==> src/rtl/pos_fp_subtractor.sv <==
// Positive half-precision subtractor c = |a| - |b|, multi-cycle FSM, truncating, no denormals.
// Latency 3..13 cycles start-to-done; start is ignored while busy (no backpressure path).
module pos_fp_subtractor (
  input  logic        clk,
  input  logic        rst,
  input  logic        start,
  input  logic [15:0] a,
  input  logic [15:0] b,
  output logic [15:0] c,
  output logic        busy,
  output logic        done
);

  typedef enum logic [2:0] {
    IDLE  = 3'd0,
    ALIGN = 3'd1,
    SUB   = 3'd2,
    NORM  = 3'd3,
    DONE  = 3'd4
  } state_t;

  state_t state, nstate;

  logic [14:0] opa, opb;
  logic        sign;
  logic [4:0]  exp;
  logic [10:0] mant_l, mant_s, m;
  logic [15:0] c_hold;
  logic [15:0] result;

  // Sign bits are deliberately discarded; operands are magnitudes only.
  logic unused_signs;
  assign unused_signs = a[15] ^ b[15];

  function automatic logic [10:0] mant_of(input logic [14:0] op);
    mant_of = (op[14:10] == 5'd0) ? 11'd0 : {1'b1, op[9:0]};
  endfunction

  logic        b_gt_a;
  logic [14:0] opl, ops;
  logic [4:0]  shamt;
  logic [10:0] s_aligned;
  logic [10:0] diff;

  always_comb begin
    b_gt_a    = (opb > opa);
    opl       = b_gt_a ? opb : opa;
    ops       = b_gt_a ? opa : opb;
    shamt     = opl[14:10] - ops[14:10];
    s_aligned = (shamt >= 5'd11) ? 11'd0 : (mant_of(ops) >> shamt);
    diff      = mant_l - mant_s;
  end

  always_ff @(posedge clk or posedge rst) begin
    if (rst) state <= IDLE;
    else     state <= nstate;
  end

  always_comb begin
    nstate = state;
    case (state)
      IDLE:  if (start) nstate = ALIGN;
      ALIGN: nstate = SUB;
      SUB:   nstate = ((diff == 11'd0) || diff[10]) ? DONE : NORM;
      NORM: begin
        if (m[10])             nstate = DONE;
        else if (exp > 5'd1)   nstate = m[9] ? DONE : NORM;
        else                   nstate = DONE;
      end
      DONE:  nstate = IDLE;
      default: nstate = IDLE;
    endcase
  end

  always_comb begin
    result = {sign, exp, m[9:0]};
    busy   = (state != IDLE);
    done   = (state == DONE);
    c      = done ? result : c_hold;
  end

  // Zero results and underflow clear sign/exp/m so DONE emits 16'h0000.
  always_ff @(posedge clk or posedge rst) begin
    if (rst) begin
      opa    <= 15'd0;
      opb    <= 15'd0;
      sign   <= 1'b0;
      exp    <= 5'd0;
      mant_l <= 11'd0;
      mant_s <= 11'd0;
      m      <= 11'd0;
      c_hold <= 16'h0000;
    end else begin
      case (state)
        IDLE: begin
          if (start) begin
            opa <= a[14:0];
            opb <= b[14:0];
          end
        end
        ALIGN: begin
          sign   <= b_gt_a;
          exp    <= opl[14:10];
          mant_l <= mant_of(opl);
          mant_s <= s_aligned;
        end
        SUB: begin
          if (diff == 11'd0) begin
            sign <= 1'b0;
            exp  <= 5'd0;
            m    <= 11'd0;
          end else begin
            m <= diff;
          end
        end
        NORM: begin
          if (!m[10]) begin
            if (exp > 5'd1) begin
              m   <= {m[9:0], 1'b0};
              exp <= exp - 5'd1;
            end else begin
              sign <= 1'b0;
              exp  <= 5'd0;
              m    <= 11'd0;
            end
          end
        end
        DONE:    c_hold <= result;
        default: ;
      endcase
    end
  end

endmodule

==> config.mk <==
export PLATFORM = sky130hd
export DESIGN_NAME = pos_fp_subtractor
export DESIGN_NICKNAME = d
export VERILOG_FILES = /design/src/rtl/pos_fp_subtractor.sv
export SDC_FILE = /design/constraint.sdc
export NUM_CORES = 1
export LEC_CHECK = 0
export BUFFER_PORTS_ARGS = -buffer_cell sky130_fd_sc_hd__buf_2
export CORE_MARGIN = 3
export CORE_UTILIZATION = 60
export CTS_CLUSTER_DIAMETER = 80
export CTS_CLUSTER_SIZE = 20
export DETAILED_ROUTE_END_ITERATION = 7
export PLACE_DENSITY = 0.87
export SLEW_MARGIN = 30
export SYNTH_ARGS = -nofsm -noshare
export SYNTH_HDL_FRONTEND = slang
export SYNTH_SLANG_ARGS = --single-unit
==> constraint.sdc <==
create_clock -name clk -period 4.7 [get_ports clk]
set_clock_uncertainty 0.15 [all_clocks]
set_input_delay 0.47 -clock clk [delete_from_list [all_inputs] [get_ports clk]]
set_output_delay 0.47 -clock clk [all_outputs]
set_load 0.1 [all_outputs]
==> results.sh <==
export IMPL_first_pass_iters=4
export IMPL_setup_tns_ns=0
export IMPL_setup_viol=0
export IMPL_drive_above_1_share_pct=21.22
export IMPL_clkSinkCount=88
export IMPL_reg2reg_to="mant_s[1]"
export IMPL_die_area_mm2=0.01023
export IMPL_outcome="completed"
export IMPL_worstSkewPairLatency_ns=0.37
export IMPL_post_cts_resize_count=0
export IMPL_synth_async_sr_flop_share_pct=100.0
export IMPL_grt_max_degree=51
export IMPL_cpMostUsedCell="a21oi_1"
export IMPL_hp_class="input port to async pin"
export IMPL_ys_flop_type="dfrtp_1"
export IMPL_gr_total_overflow=0
export IMPL_cp_start_kind="flop"
export IMPL_drv_cap=0
export IMPL_final_common_cell="dfrtp_1"
export IMPL_fin_crit_sh_pct=87.68
export IMPL_vias=4482
export IMPL_cts_htree_levels=3
export IMPL_rr_worst_depth=11
export IMPL_dieWidth_um=101.1
export IMPL_arrival_ns=4.22
export IMPL_crit_required_ns=4.80
export IMPL_hold_viol_final=0
export IMPL_port_buffers=50
export IMPL_syn_area_per_cell_um2=9.479
export IMPL_slew_viol_final=0
export IMPL_syn_to_final_growth_pct=9.906
export IMPL_cts_root_buf="clkbuf_8"
export IMPL_ys_seq_area_share_pct=40.54
export IMPL_synth_enable_flop_cells=0
export IMPL_io_pins=53
export IMPL_clk_pin_slew_ns=0.10
export IMPL_drt_initial_drc_count=294
export IMPL_cpPeakStageDelay_ns=0.69
export IMPL_path_cells="inv_1, ha_1, nand2_1, o21ai_0, a21oi_1, a21oi_2, buf_4, mux2i_1, a21oi_1, mux4_2, a221o_1"
export IMPL_post_cts_buffers=0
export IMPL_cts_buffers=9
export IMPL_r2r_slack_ns=0.58
export IMPL_globalplace_congestion=0.9186
export IMPL_ys_warn_count=0
export IMPL_core_area_mm2=0.008763
export IMPL_avgRoutedWirePerCell_um=16.94
export IMPL_cts_buffer_depth=2
export IMPL_timing_fmax_ghz=0.2427
export IMPL_final_cell_mix="dfrtp_1 (88), nand2_1 (63), buf_2 (50)"
export IMPL_post_route_min_period_ns=4.121
export IMPL_grt_pass1_wl_mm=20.87
export IMPL_vias_per_cell=6.140
export IMPL_crit_slowest_cell="ha_1"
export IMPL_crit_path_end_kind="flop"
export IMPL_grt_antenna_before_repair=0
export IMPL_drc=0
export IMPL_die_h_um=101.1
export IMPL_final_nets=681
export IMPL_synth_cells=573
export IMPL_ys_ff_latch=88
export IMPL_diodes=0
export IMPL_grt_pass1_vias=4385
export IMPL_slew_headroom_pct=44.22
export IMPL_ys_types=72
export IMPL_track_usage_pct=25.46
export IMPL_dpl_hpwl_mm=9.308
export IMPL_cts_tree="yes"
export IMPL_cts_hold_fix_buffers=0
export IMPL_path_class="flop to flop"
export IMPL_wirelength_mm=12.36
export IMPL_initial_core_util_pct=61.98
export IMPL_num_rows=34
export IMPL_reg2reg_from="opa[10]"
export IMPL_ant_nets=0
export IMPL_syn_area_mm2=0.005431
export IMPL_worst_pin_slew_ns=0.8358
export IMPL_crit_path_max_fanout=24
export IMPL_rsz0062_at_grt="no"
export IMPL_synth_nets=637
## how the worst max path moves through the flow
stage | from | to | slack, ns | depth (start not counted)
2_1_floorplan | opa[13] | mant_s[1] | 0.95 | 17
3_3_place_gp | opb[10] | mant_s[1] | 0.70 | 10
3_5_place_dp | opa[10] | mant_s[1] | 0.60 | 11
4_1_cts | opa[10] | mant_s[1] | 0.56 | 11
5_1_grt | opa[10] | mant_s[1] | 0.26 | 11
6_report | opa[10] | mant_s[1] | 0.58 | 11
## area by class of cell
| type | instances | area (um2) |
|---|---|---|
| Multi-Input combinational cell | 415 | 2947 |
| Fill cell | 711 | 2794 |
| Sequential cell | 88 | 2202 |
| Timing Repair Buffer | 58 | 310.3 |
| Inverter | 45 | 170.2 |
| Clock buffer | 10 | 137.6 |
| Tap cell | 108 | 135.1 |
| Clock inverter | 6 | 67.56 |
## layer usage
metal  up-vias  part of all wire [%]  GRT usage (%)
met5         -                     0              0
met3        26                   5.3          5.028
met4         0                   2.2          8.691
li1       2148                     -              -
met1      2157                    43          32.97
met2       151                    50          42.86
## flip-flops by register name (all words and copies together) (netlist names)
signal and count:
mant_l 11, c_hold 16, mant_s 11, sign 1, state 3, m 11, opa 15, opb 15
exp 5
## critical path, delay by kind of cell (launching register included)
family | cells | cell delay [ns]
buffers and inverters | 2 | 0.46
muxes | 2 | 0.87
DFF | 1 | 0.37
adders and majority gates | 1 | 0.69
AOI/OAI and AO/OA | 5 | 1.32
and+or+nand+nor | 1 | 0.14
## synth_stat cells (2+ instances only)
cell type | number | share of area (%)
o21ai_1 | 7 | 0.64
a311oi_1 | 2 | 0.32
o21a_1 | 5 | 0.69
nor3b_1 | 3 | 0.41
a211oi_1 | 7 | 0.97
dfrtp_1 | 88 | 41
buf_4 | 2 | 0.28
mux2_2 | 31 | 6.4
a21boi_0 | 3 | 0.41
a31oi_1 | 2 | 0.23
nor3_1 | 9 | 0.83
a32oi_1 | 2 | 0.32
ha_1 | 28 | 6.5
nor4_1 | 3 | 0.35
a22o_1 | 7 | 1.1
and3_1 | 2 | 0.23
o311ai_1 | 2 | 0.32
buf_2 | 4 | 0.37
o32ai_1 | 2 | 0.32
xor2_1 | 3 | 0.48
nor2_1 | 42 | 2.9
mux2_1 | 3 | 0.62
nand2b_1 | 6 | 0.69
o21ai_2 | 5 | 0.81
nand3b_1 | 5 | 0.69
o31ai_1 | 5 | 0.69
or3_1 | 6 | 0.69
a21oi_1 | 33 | 3.0
a22oi_1 | 11 | 1.5
mux2i_1 | 17 | 3.1
nor2b_1 | 6 | 0.69
buf_6 | 2 | 0.41
mux4_2 | 4 | 1.7
nand3_1 | 6 | 0.55
o21ai_0 | 47 | 4.3
o211ai_1 | 2 | 0.28
clkbuf_1 | 17 | 1.2
inv_1 | 44 | 3.0
nand2_1 | 63 | 4.4
o22ai_1 | 4 | 0.46
o31a_2 | 2 | 0.37
## kinds of logic after synthesis
group,count (synthesis),synth area share [%]
flops,88,40.54
xor+xnor,4,0.6451
compound gates,164,19.95
simple gates,163,14.86
buf+inv,70,5.344
mux,55,11.84
fa+ha+maj,29,6.819
## per-stage QoR
step / worst slack (ns) / util (%) / cell area (um2) / std cells / hold WS (ns)
floorplan: 0.9500 / - / 5431 / 573 / 0.2998
detailed placement: 0.5970 / 65.78 / 5764 / 714 / 0.3205
global placement: 0.7048 / 65.78 / 5764 / 714 / 0.3168
finish: 0.5789 / 68.12 / 5969 / 730 / 0.08633
global route: 0.2639 / 68.12 / 5969 / 730 / 0.1399
CTS: 0.5650 / 68.12 / 5969 / 730 / 0.1099
Power is not shown: default switching activity piles up to over one toggle a cycle in this logic, so the estimate is an artifact.
